[config.mk]
export PLATFORM = sky130hd
export DESIGN_NAME = conv_frame_sequencer
export DESIGN_NICKNAME = d
export VERILOG_FILES = /design/src/rtl/conv_pkg.sv /design/src/rtl/frame_coord_counter.sv /design/src/rtl/conv_frame_sequencer.sv
export SDC_FILE = /design/constraint.sdc
export NUM_CORES = 1
export LEC_CHECK = 0
export ABC_AREA = 1
export BUFFER_PORTS_ARGS = -buffer_cell sky130_fd_sc_hd__buf_2
export CORE_MARGIN = 2
export CORE_UTILIZATION = 55
export CTS_CLUSTER_SIZE = 28
export DETAILED_ROUTE_END_ITERATION = 16
export GPL_TIMING_DRIVEN = 0
export MAX_ROUTING_LAYER = met4
export PLACE_DENSITY = 0.76
export SYNTH_ARGS = -nofsm -noshare
export SYNTH_HDL_FRONTEND = slang
export SYNTH_SLANG_ARGS = --single-unit
[constraint.sdc]
create_clock -name clk -period 4.5 [get_ports clk]
set_input_delay 0.9 -clock clk [delete_from_list [all_inputs] [get_ports clk]]
set_output_delay 0.9 -clock clk [all_outputs]
set_load 0.01 [all_outputs]
[src/rtl/conv_pkg.sv]
// conv_pkg: shared state type and frame sizes for the 3x3 Laplacian
// datapath and its frame sequencer.
package conv_pkg;

  typedef enum logic [2:0] {
    S_IDLE,
    S_CLEAR,
    S_LOAD,
    S_DRAIN,
    S_DONE
  } conv_seq_state_t;

  localparam int CONV_INPUT_SIZE  = 16;
  localparam int CONV_OUTPUT_SIZE = CONV_INPUT_SIZE - 2;

  function automatic int cnt_width(input int n);
    return $clog2(n * n + 1);
  endfunction

  localparam int CONV_PIX_CNT_W = cnt_width(CONV_INPUT_SIZE);
  localparam int CONV_RES_CNT_W = cnt_width(CONV_OUTPUT_SIZE);

endpackage

[src/rtl/frame_coord_counter.sv]
// frame_coord_counter: row/col raster counter over an EDGE x EDGE frame,
// with a linear count that flags the final position.
module frame_coord_counter
  import conv_pkg::*;
#(
  parameter int EDGE = CONV_INPUT_SIZE,
  parameter int CW   = CONV_PIX_CNT_W,
  parameter int RW   = $clog2(EDGE)
) (
  input  logic          clk,
  input  logic          reset,
  input  logic          clr,
  input  logic          en,
  output logic [RW-1:0] row,
  output logic [RW-1:0] col,
  output logic          last
);

  logic [RW-1:0] row_q, row_d;
  logic [RW-1:0] col_q, col_d;
  logic [CW-1:0] cnt_q, cnt_d;

  always_comb begin
    row_d = row_q;
    col_d = col_q;
    cnt_d = cnt_q;
    if (clr) begin
      row_d = '0;
      col_d = '0;
      cnt_d = '0;
    end else if (en) begin
      cnt_d = cnt_q + CW'(1);
      if (col_q == RW'(EDGE - 1)) begin
        col_d = '0;
        row_d = row_q + RW'(1);
      end else begin
        col_d = col_q + RW'(1);
      end
    end
  end

  always_ff @(posedge clk) begin
    if (!reset) begin
      row_q <= '0;
      col_q <= '0;
      cnt_q <= '0;
    end else begin
      row_q <= row_d;
      col_q <= col_d;
      cnt_q <= cnt_d;
    end
  end

  assign row  = row_q;
  assign col  = col_q;
  assign last = (cnt_q == CW'(EDGE * EDGE - 1));

endmodule

[src/rtl/conv_frame_sequencer.sv]
// conv_frame_sequencer: frame control for the 3x3 Laplacian datapath.
// Optional drain watchdog is built when CONV_SEQ_TIMEOUT_EN is defined.
module conv_frame_sequencer
  import conv_pkg::*;
#(
  parameter int INPUT_SIZE     = CONV_INPUT_SIZE,
  parameter int OUTPUT_SIZE    = CONV_OUTPUT_SIZE,
  parameter int TIMEOUT_CYCLES = 1024
) (
  input  logic                           clk,
  input  logic                           reset,
  input  logic                           start,
  input  logic                           pix_valid,
  output logic                           pix_ready,
  output logic                           stage1_en,
  output logic                           dp_reset,
  input  logic                           conv_valid,
  output logic                           out_valid,
  output logic [$clog2(OUTPUT_SIZE)-1:0] out_row,
  output logic [$clog2(OUTPUT_SIZE)-1:0] out_col,
  output logic                           busy,
  output logic                           frame_done,
  output logic                           err_timeout
);

  localparam int IW = $clog2(INPUT_SIZE);
  localparam int OW = $clog2(OUTPUT_SIZE);

  conv_seq_state_t state_q, state_d;

  logic          pix_ready_q, pix_ready_d;
  logic          dp_reset_q, dp_reset_d;
  logic          out_valid_q, out_valid_d;
  logic [OW-1:0] out_row_q, out_row_d;
  logic [OW-1:0] out_col_q, out_col_d;

  logic          clr;
  logic          counting;
  logic          pix_en;
  logic          res_en;
  logic          pix_last;
  logic          res_last;
  logic          wd_hit;
  logic [IW-1:0] pix_row;
  logic [IW-1:0] pix_col;
  logic [OW-1:0] res_row;
  logic [OW-1:0] res_col;
  logic          unused_pix;

  assign clr      = (state_q == S_CLEAR);
  assign counting = (state_q == S_LOAD) || (state_q == S_DRAIN);
  assign pix_en   = pix_valid & pix_ready_q;
  assign res_en   = conv_valid & counting;

  frame_coord_counter #(
    .EDGE (INPUT_SIZE),
    .CW   (cnt_width(INPUT_SIZE)),
    .RW   (IW)
  ) u_pix_cnt (
    .clk   (clk),
    .reset (reset),
    .clr   (clr),
    .en    (pix_en),
    .row   (pix_row),
    .col   (pix_col),
    .last  (pix_last)
  );

  frame_coord_counter #(
    .EDGE (OUTPUT_SIZE),
    .CW   (cnt_width(OUTPUT_SIZE)),
    .RW   (OW)
  ) u_res_cnt (
    .clk   (clk),
    .reset (reset),
    .clr   (clr),
    .en    (res_en),
    .row   (res_row),
    .col   (res_col),
    .last  (res_last)
  );

  // input coordinates are tracked for the datapath but not exported
  assign unused_pix = ^{pix_row, pix_col};

  always_comb begin
    state_d = state_q;
    unique case (state_q)
      S_IDLE: begin
        if (start) state_d = S_CLEAR;
      end
      S_CLEAR: state_d = S_LOAD;
      S_LOAD: begin
        if (res_en && res_last) state_d = S_DONE;
        else if (pix_en && pix_last) state_d = S_DRAIN;
      end
      S_DRAIN: begin
        if ((res_en && res_last) || wd_hit) state_d = S_DONE;
      end
      S_DONE:  state_d = S_IDLE;
      default: state_d = S_IDLE;
    endcase
  end

  always_comb begin
    pix_ready_d = (state_d == S_LOAD);
    dp_reset_d  = (state_d != S_CLEAR);
    out_valid_d = res_en;
    out_row_d   = out_row_q;
    out_col_d   = out_col_q;
    if (clr) begin
      out_row_d = '0;
      out_col_d = '0;
    end else if (res_en) begin
      out_row_d = res_row;
      out_col_d = res_col;
    end
  end

  always_ff @(posedge clk) begin
    if (!reset) begin
      state_q     <= S_IDLE;
      pix_ready_q <= 1'b0;
      dp_reset_q  <= 1'b0;
      out_valid_q <= 1'b0;
      out_row_q   <= '0;
      out_col_q   <= '0;
    end else begin
      state_q     <= state_d;
      pix_ready_q <= pix_ready_d;
      dp_reset_q  <= dp_reset_d;
      out_valid_q <= out_valid_d;
      out_row_q   <= out_row_d;
      out_col_q   <= out_col_d;
    end
  end

`ifdef CONV_SEQ_TIMEOUT_EN
  localparam int WW = $clog2(TIMEOUT_CYCLES + 1);

  logic [WW-1:0] wd_q, wd_d;
  logic          err_q, err_d;

  // counts DRAIN cycles since the most recent result strobe
  always_comb begin
    wd_d   = '0;
    wd_hit = 1'b0;
    err_d  = err_q;
    if (state_q == S_DRAIN && !conv_valid) begin
      wd_d   = wd_q + WW'(1);
      wd_hit = (wd_d == WW'(TIMEOUT_CYCLES));
    end
    if (clr) err_d = 1'b0;
    else if (wd_hit) err_d = 1'b1;
  end

  always_ff @(posedge clk) begin
    if (!reset) begin
      wd_q  <= '0;
      err_q <= 1'b0;
    end else begin
      wd_q  <= wd_d;
      err_q <= err_d;
    end
  end

  assign err_timeout = err_q;
`else
  logic unused_timeout;

  assign wd_hit         = 1'b0;
  assign err_timeout    = 1'b0;
  assign unused_timeout = (TIMEOUT_CYCLES != 0);
`endif

  assign pix_ready  = pix_ready_q;
  assign stage1_en  = pix_en;
  assign dp_reset   = dp_reset_q;
  assign out_valid  = out_valid_q;
  assign out_row    = out_row_q;
  assign out_col    = out_col_q;
  assign busy       = (state_q != S_IDLE);
  assign frame_done = (state_q == S_DONE);

endmodule

Yosys cells after proc, flatten, opt, wreduce, memory -nomap -nowiden
Cells that the tools add are included.

Bits in registers: 39. Input port bits: 5. Output and inout port bits: 15. Word-level logic and storage cells: 39.

Add/sub/neg operators: 4. Equal/unequal tests: 9. Muxes and demuxes: 6. Bitwise logic cells: 3. Reductions and logical operators: 7.

Operators by type and width (number): two-way mux 3 bit (4); one-hot mux 3 bit (4 select lines) (1); adder 9 x 1 -> 9 bit, second input constant (1); equality test 3 x 2 -> 1 bit, second input constant (3); equality test 9 x 8 -> 1 bit, second input constant (1); adder 4 x 1 -> 4 bit, second input constant (2); adder 8 x 1 -> 8 bit, second input constant (1); equality test 8 bit, second input constant (1); equality test 4 bit, second input constant (1); two-way mux 4 bit (1); equality test 3 x 1 -> 1 bit, second input constant (1); equality test 3 bit, second input constant (1); logical NOT 3 bit (1); != test 3 x 1 -> 1 bit, second input constant (1); nonzero test 3 bit (1); bitwise AND 1 bit (2); logical AND 1 bit (2); AND reduction 2 bit (1); OR reduction 2 bit (1); logical OR 1 bit (1); NOT 1 bit (1).

Logic depth before layout (Yosys ltp)
Gate-level depths: netlist of the first run.

Depth in word-level cells: 7. Mapped depth: 10. Depth with buffers taken out: 10.

Hierarchy
From an unflattened synthesis of the first run, not the netlist that was laid out.

Cells, all modules: 302. Area total of the unflattened synthesis: 2195.9 µm².

Modules (own cells, without submodules): frame_coord_counter (u_res_cnt) (times used 1, cells an instance 114, area each 828.3 µm², seq. area each 320.3 µm²); frame_coord_counter (u_pix_cnt) (times used 1, cells an instance 114, area each 798.3 µm², seq. area each 340.3 µm²); conv_frame_sequencer (times used 1, cells an instance 74, area each 569.3 µm², seq. area each 280.3 µm²).

Worst setup path before layout of the first run
Ideal clock, no wire load.

Path type: input to output. Start point: input port pix_valid. End point: output port stage1_en. Arrival time: 1.114 ns. Data required time: 3.600 ns. Setup slack: 2.486 ns. Cell stages on the path: 2. Path buffers: 0. Cells stage by stage: nand2_2 -> inv_2.

Cells in the longest elaborated chain, start to end: 1.

RTL lines: start: declaration (line conv_frame_sequencer.sv:13) `input logic pix_valid,`; bitwise AND 1 bit (line conv_frame_sequencer.sv:52) `assign pix_en = pix_valid & pix_ready_q;`; end: declaration (line conv_frame_sequencer.sv:15) `output logic stage1_en,`.

No other way between the ends.

Worst setup path after layout of the first run
Same ends and word-level chain as after synthesis.

==> impl_metrics.ini, run 1 <==
[yosys]
synth_edf_count = 0
synthTopCellsByArea = dfxtp_1 44%, nand2_1 14%, a21oi_1 6.2%
syn_avg_cell_area_um2 = 7.59
synth_seq_cells = 39
synth.largest_area_cell = dfxtp_1
synthFlopType = dfxtp_1
synth_top_cell_area_share = 0.439
synthTopCellsByCount = 64 x nand2_1, 39 x dfxtp_1, 24 x nor2_1
syn_inst = 234
yosysUniqueCellTypes = 32
async_flop_share = 0
ys_seq_area_frac = 0.439
yosysWarnings = 0
syn_area_um2 = 1780
yosysMostFrequentCell = nand2_1
syn-num-nets = 243

[power]
p_sw_mw = 0.145
power_frac_comb = 0.079
switching_share = 0.241
power_mw = 0.605
pwr_density_cell_nw_per_um2 = 304
p_leak_nw = 0.855
pwr-share-clk = 0.337
pwr-share-seq = 0.584
peakVddDrop_uv = 231
intPower_mw = 0.459

[placed_design]
gp_congestion = 0.802
hpwl_um = 2260
dp.cells = 296
place_area_um2 = 1920
pre_cts_ws_ps = 2200
port_buffers = 18

[outcome]
outcome = complete, no violations

[setup_path]
path_max_fanout = 9
cp-start-kind = input port
cpPeakStageDelay_ps = 150
cp_slowest_cell = nand2_2
crit_top_cell = buf_2
critPathTopFamily = buffers and inverters
critPathArrivalTime_ps = 1390
path_cells = buf_2, nand2_2, inv_2, buf_2
worstSetupPathType = input port to output port
cp.required_ps = 3600
critPathBufInv = 3
cp-end-kind = output port

[layout]
nets = 268
antenna_cells = 0
final_cells = 304
fin_area_um2 = 1990
synthToLayoutAreaGrowth_pct = 12.0
post-route-util = 0.652
regArea_um2 = 781
fill_cells = 304
multi_input_area_um2 = 848
drive_above_1_share = 0.208

[cts]
cts-hold-fix-buffers = 0
clock_latency_ps = 350
post_cts_buffers = 0
clk_root_buffer_cell = clkbuf_4
numCtsBuffers = 5
cts.sinks = 39
cts_max_level = 2
cts_tree = done
cts.clk_slew.worst_paths_ps = 110
clk_path_buf_depth = 2
cts_resized = 0

[min_path]
hold_path_class = register to register

[floorplanning]
initial_core_util = 0.582
fp-row-count = 20
ioPinCount = 20
die_y_um = 60.8
die_x_um = 60.8
core-area_um2 = 3050
dieArea_um2 = 3700

[grt]
antenna_found_initial = 0
grt_overflow = 0
grt_max_degree = 12
grt_pass1_vias = 1337
track_usage = 0.206
grt_first_pass_wirelength_um = 5420

[drt]
wire_per_inst_um = 10.1
drt-initial-drc-count = 48
drc = 0
vias_per_cell = 4.85
dr.pass1.iters = 4
drtAntennaViolNets = 0
vias = 1475
drt_wl_total_um = 3080

[timing]
rsz0062_at_grt = false
period_share = 0.510
max_freq_mhz = 436
finalSetupViolCount = 0
hold_ws_ps = 465
finalMaxSlewViolations = 0
hold_viol_final = 0
tns_ps = 0
min_period_ps = 2290
fin_ws_ps = 2210
fin_skew_ps = 6.65

[job]
maxCapViolCount = 0
## worst paths after layout
| check | start | end | slack [ps] | cells after the start |
|---|---|---|---|---|
| max | pix_valid | stage1_en | 2210 | 4 |
| min | out_col[0] | out_col[0] | 470 | 2 |
| max reg2reg | u_pix_cnt.cnt_q[3] | u_pix_cnt.cnt_q[8] | 2910 | 7 |
| min reg2reg | out_col[0] | out_col[0] | 470 | 2 |
## sequential cells by signal, indices dropped and copies added (netlist names)
signal,cells
dp_reset,1
u_res_cnt.col,4
out_row,4
u_res_cnt.cnt_q,8
pix_ready,1
u_pix_cnt.cnt_q,9
u_res_cnt.row,4
state_q,3
out_valid,1
out_col,4
## power groups by stage
stage	logic, mW	clock network [mW]	registers, mW
finish	0.0476	0.204	0.354
detailed placement	0.0485	0	0.361
global placement	0.0482	0	0.361
floorplan	0.0338	0	0.362
CTS	0.0486	0.209	0.354
global route	0.0545	0.219	0.354
## per-layer routing
layer / part of all wire / vias up / GRT usage
li1: - / 795 / -
met2: 0.46 / 17 / 0.335
met3: 0.038 / 7 / 0.0640
met1: 0.49 / 656 / 0.238
met4: 0.018 / 0 / 0.0745
met5: 0 / - / -
## layout make-up
cell class	count	area share
clock buffers	8	0.0346
inverters	23	0.0434
flip-flops and latches	39	0.392
multi-input cells	165	0.426
well taps	44	0.0277
plain buffers	7	0.0308
repair buffers	18	0.0453
## cell usage in the layout, fill, tap and decap left out, types with 3 or more instances in the layout
| cell type | instances |
|---|---|
| nand3_2 | 3 |
| nand2_1 | 64 |
| dfxtp_1 | 39 |
| clkbuf_4 | 5 |
| o21ai_1 | 7 |
| a21oi_2 | 3 |
| nand3_1 | 10 |
| ha_1 | 4 |
| a21oi_1 | 22 |
| buf_4 | 3 |
| nor3_1 | 4 |
| inv_1 | 18 |
| buf_2 | 19 |
| xor2_1 | 3 |
| inv_2 | 5 |
| nor2_1 | 24 |
| nand2_2 | 3 |
| buf_6 | 3 |
| o21ai_0 | 3 |
## kinds of logic (layout without fill, tap and decap cells)
logic type	after synthesis	count (layout)	share of synthesized area
simple gates	118	118	0.310
other cells	1	1	0.00211
compound gates	38	38	0.118
fa+ha+maj	4	4	0.0282
buf+inv	30	56	0.0831
xor+xnor	4	4	0.0197
flops	39	39	0.439
## tightest hold or removal path: cells and delay by family (launching register included)
kind	cells	cell delay (ps)
and+or+nand+nor	1	50
AOI/OAI and AO/OA	1	50
DFF	1	320
Note: power is estimated with default switching activity, not from simulation.
==> run 2, diff against run 1 <==
CORE_UTILIZATION = 51   (was 55)
PLACE_DENSITY = 0.74   (was 0.76)
clock period = 2 ns   (was 4.5 ns; I/O delays follow)
==> run 2 against run 1 <==
Via count grew 2.3%; first-iteration DRC count grew 52%; power up 130%; count of clock-buffer cells in the layout stayed put; non-clock buffer count did not move; sequential power is 120% higher; critical path depth grew 3; utilization down 5.5 points; setup slack worse by 1800 ps; hold slack got worse by 180 ps; sequential cell count is the same; critical endpoint is now u_pix_cnt.cnt_q[8]; largest cell class unchanged; largest power group unchanged.
==> impl_metrics.ini, run 2 (same netlist as run 1, synthesis figures left out) <==
[outcome]
outcome = complete, no violations

[drt]
drtAntennaViolNets = 0
dr.pass1.iters = 4
vias_per_cell = 4.93
drt-initial-drc-count = 73
wire_per_inst_um = 10.7
vias = 1509
drc = 0
drt_wl_total_um = 3260

[min_path]
hold_path_class = input port to register
min_to = dp_reset
whs_path_depth = 3
min_from = reset

[floorplanning]
fp-row-count = 21
ioPinCount = 20
core-area_um2 = 3340
initial_core_util = 0.532
dieArea_um2 = 3970
die_y_um = 63.0
die_x_um = 63.0

[layout]
fill_cells = 335
post-route-util = 0.597
multi_input_area_um2 = 848
antenna_cells = 0
synthToLayoutAreaGrowth_pct = 12.2
drive_above_1_share = 0.208
fin_area_um2 = 1990
nets = 268
largest_registers = u_pix_cnt.cnt_q x9, u_res_cnt.cnt_q x8
largest_register_ffs = 9
top_register = u_pix_cnt.cnt_q
most-common-layout-cells = 64 x nand2_1, 39 x dfxtp_1, 24 x nor2_1
regArea_um2 = 781
layout_commonest_cell = nand2_1

[cts]
cts_resized = 0
cts_max_level = 2
post_cts_buffers = 0
clk_root_buffer_cell = clkbuf_4
clk_path_buf_depth = 2
cts-hold-fix-buffers = 0
cts_tree = done
cts.sinks = 39
numCtsBuffers = 5
cts.clk_slew.worst_paths_ps = 110
clock_latency_ps = 350

[power]
pwr_density_cell_nw_per_um2 = 685
peakVddDrop_uv = 494
switching_share = 0.243
pwr-share-seq = 0.583
pwr-share-clk = 0.337
intPower_mw = 1.03
p_sw_mw = 0.331
power_frac_comb = 0.080
p_leak_nw = 0.855

[timing]
finalSetupViolCount = 0
period_share = 0.785
rsz0062_at_grt = false
tns_ps = 0
max_freq_mhz = 637
hold_ws_ps = 285
min_period_ps = 1570
fin_skew_ps = 4.36
hold_viol_final = 0
finalMaxSlewViolations = 0

[job]
maxCapViolCount = 0

[placed_design]
hpwl_um = 2310
place_area_um2 = 1920
gp_congestion = 0.806
port_buffers = 18

[setup_path]
worstSetupPathType = register to register
rr_worst_depth = 7
reg2reg_slack_ps = 430
path_cells = nand2_1, nor2_1, nand3_1, nor3_1, ha_1, or2_2, a21oi_1
worstReg2RegEnd = u_pix_cnt.cnt_q[8]
cp-end-kind = register
cp_slowest_cell = dfxtp_1
path_max_fanout = 6
critPathArrivalTime_ps = 1860
cp-start-kind = register
critPathBufInv = 0
critPathTopFamily = simple AND/OR/NAND/NOR gates
cpPeakStageDelay_ps = 420
cp.required_ps = 2290
reg2reg_from = u_pix_cnt.cnt_q[3]

[grt]
grt_first_pass_wirelength_um = 5920
antenna_found_initial = 0
grt_max_degree = 12
track_usage = 0.197
grt_pass1_vias = 1405
grt_overflow = 0
run 2: cell counts in the layout (fill, tap and decap cells not counted):
Identical to the previous run, type by type.
run 2: stage by stage:
step                      power (mW)  std cells  setup WS, ps
final                           1.36        306           430
after detailed placement       0.924        298           437
after global placement         0.923        298           442
after global routing            1.42        306           239
after floorplan                0.891        234           555
after CTS                       1.38        306           409
run 2: worst max path at each step:
stage | startpoint | endpoint | cells after the start
after CTS | u_pix_cnt.cnt_q[3] | u_pix_cnt.cnt_q[8] | 7
after global routing | u_pix_cnt.cnt_q[3] | u_pix_cnt.cnt_q[8] | 7
after detailed placement | u_pix_cnt.cnt_q[3] | u_pix_cnt.cnt_q[8] | 7
after global placement | u_pix_cnt.cnt_q[3] | u_pix_cnt.cnt_q[8] | 7
final | u_pix_cnt.cnt_q[3] | u_pix_cnt.cnt_q[8] | 7
after floorplan | u_pix_cnt.cnt_q[3] | u_pix_cnt.cnt_q[8] | 7
run 2: final cells by class:
type	instances	share of cell area
Buffer	7	0.0308
Clock buffer	8	0.0345
Timing Repair Buffer	18	0.0452
Multi-Input combinational cell	165	0.426
Tap cell	46	0.0289
Sequential cell	39	0.392
Inverter	23	0.0433
run 2: worst min-delay path: stages:
cell and delay [ps]:
buf_2 120, nand2_1 60, inv_1 40
run 2: power groups by stage:
stage	registers, mW	logic, mW	clock network, mW
floorplan	0.815	0.0760	0
global placement	0.813	0.109	0
detailed placement	0.813	0.110	0
CTS	0.796	0.111	0.472
global route	0.798	0.123	0.504
finish	0.796	0.110	0.460
run 2: metal layers:
metal | track usage | wire [µm] | up-vias
met3 | 0.0595 | 154 | 8
met4 | 0.106 | 102 | 0
li1 | - | - | 800
met5 | - | 0 | -
met2 | 0.301 | 1440 | 30
met1 | 0.232 | 1570 | 671
==> run 3, diff against run 2 <==
CORE_UTILIZATION = 55   (was 51)
PLACE_DENSITY = 0.76   (was 0.74)
clock period = 1.55 ns   (was 2 ns; I/O delays follow)
==> run 3 against run 2 <==
Combinational power up 26%; setup slack worse by 340 ps; clock power up 29%; largest power group unchanged; highest routed layer unchanged.
==> impl_metrics.ini, run 3 (same netlist as run 1, synthesis figures left out) <==
[timing]
min_period_ps = 1460
fin_skew_ps = 12.3
finalMaxSlewViolations = 0
period_share = 0.943
max_freq_mhz = 684
hold_viol_final = 0
rsz0062_at_grt = true
fin_ws_ps = 88.7
finalSetupViolCount = 0

[grt]
track_usage = 0.206
grt_overflow = 0
grt_first_pass_wirelength_um = 5420
grt_pass1_vias = 1337
grt_max_degree = 12
antenna_found_initial = 0

[floorplanning]
initial_core_util = 0.582
die_x_um = 60.8
dieArea_um2 = 3700
fp-row-count = 20
core-area_um2 = 3050
ioPinCount = 20
die_y_um = 60.8

[placed_design]
pre_cts_ws_ps = -20.4
dp.cells = 296
gp_congestion = 0.802
port_buffers = 18
hpwl_um = 2260

[power]
pwr_density_cell_nw_per_um2 = 855
peakVddDrop_uv = 710
power_mw = 1.76
p_leak_nw = 0.879

[setup_path]
critPathBufInv = 0
cp-end-kind = register
cpPeakStageDelay_ps = 390
worstSetupPathType = register to register
critPathTopFamily = simple AND/OR/NAND/NOR gates
cp.required_ps = 1840
reg2reg_slack_ps = 90
cp_slowest_cell = dfxtp_4
path_cells = nand2_4, nor2_4, nand3_2, nor3_2, ha_1, or2_4, a21oi_2
cp-start-kind = register
critPathArrivalTime_ps = 1760
path_max_fanout = 5

[layout]
drive_above_1_share = 0.253
layout_commonest_cell = nand2_1
top_register = u_pix_cnt.cnt_q
fill_cells = 293
nets = 269
regArea_um2 = 792
final_cells = 305
antenna_cells = 0
synthToLayoutAreaGrowth_pct = 15.6
largest_register_ffs = 9
multi_input_area_um2 = 892
most-common-layout-cells = 63 x nand2_1, 34 x dfxtp_1, 23 x nor2_1
largest_registers = u_pix_cnt.cnt_q x9, u_res_cnt.cnt_q x8

[cts]
clock_latency_ps = 350
cts_tree = done
cts-hold-fix-buffers = 0
clk_root_buffer_cell = clkbuf_4
cts.sinks = 39
clk_path_buf_depth = 2
numCtsBuffers = 5
cts.clk_slew.worst_paths_ps = 110
cts_max_level = 2

[outcome]
outcome = complete, no violations

[drt]
drt-initial-drc-count = 58
vias = 1492
wire_per_inst_um = 10.5
vias_per_cell = 4.89
drt_wl_total_um = 3210
drtAntennaViolNets = 0
dr.pass1.iters = 4
drc = 0

[min_path]
hold_path_class = input port to register

[job]
maxCapViolCount = 0
[run 3: metrics by stage]
| step | TNS [ps] | util | cell area, µm² | hold slack [ps] |
|---|---|---|---|---|
| after floorplan | 0 | - | 1780 | 408 |
| after global placement | -6.39 | 0.630 | 1920 | 449 |
| after detailed placement | -20.4 | 0.630 | 1920 | 454 |
| after CTS | 0 | 0.652 | 1990 | 197 |
| after global routing | -18.1 | 0.673 | 2050 | 221 |
| final | 0 | 0.673 | 2050 | 207 |
[run 3: cell type report]
| cell class | instances | area share |
|---|---|---|
| buffer | 7 | 0.0299 |
| clock buffer | 8 | 0.0335 |
| inverter | 23 | 0.0420 |
| multi-input combinational | 165 | 0.434 |
| sequential | 39 | 0.386 |
| tap | 44 | 0.0268 |
| timing repair buffer | 19 | 0.0475 |
[run 3: path summary, 6_finish.rpt]
kind | start | cells past startpoint | endpoint
max | u_pix_cnt.cnt_q[3] | 7 | u_pix_cnt.cnt_q[8]
min | reset | 3 | dp_reset
max reg2reg | u_pix_cnt.cnt_q[3] | 7 | u_pix_cnt.cnt_q[8]
min reg2reg | out_col[0] | 2 | out_col[0]
[run 3: power by group]
group	total, mW	internal, mW	leakage [nW]	switching [mW]
sequential	1.02	1.01	0.318	0.0106
clock	0.592	0.267	0.0386	0.325
combinational	0.139	0.0508	0.522	0.0886
total	1.76	1.33	0.879	0.424
[run 3: tightest hold or removal path, cell delays in order]
cell and delay, ps:
buf_2 120, nand2_1 60, inv_1 40
[run 3: what timing repair did]
| action | in CTS | in global routing |
|---|---|---|
| endpoints found under the hold margin | 0 | 0 |
| pin swaps | 0 | 6 |
| resized for setup | 1 | 16 |
| gates cloned | 0 | 0 |
| setup endpoints to repair | 1 | 3 |
| buffers inserted | 0 | 1 |
[run 3: per-layer routing]
layer,part of all wire,wire (µm),track usage,up-vias
li1,-,-,-,795
met1,0.47,1520,0.238,667
met2,0.47,1510,0.335,23
met3,0.036,117,0.0640,7
met4,0.021,66,0.0745,0
met5,0,0,-,-
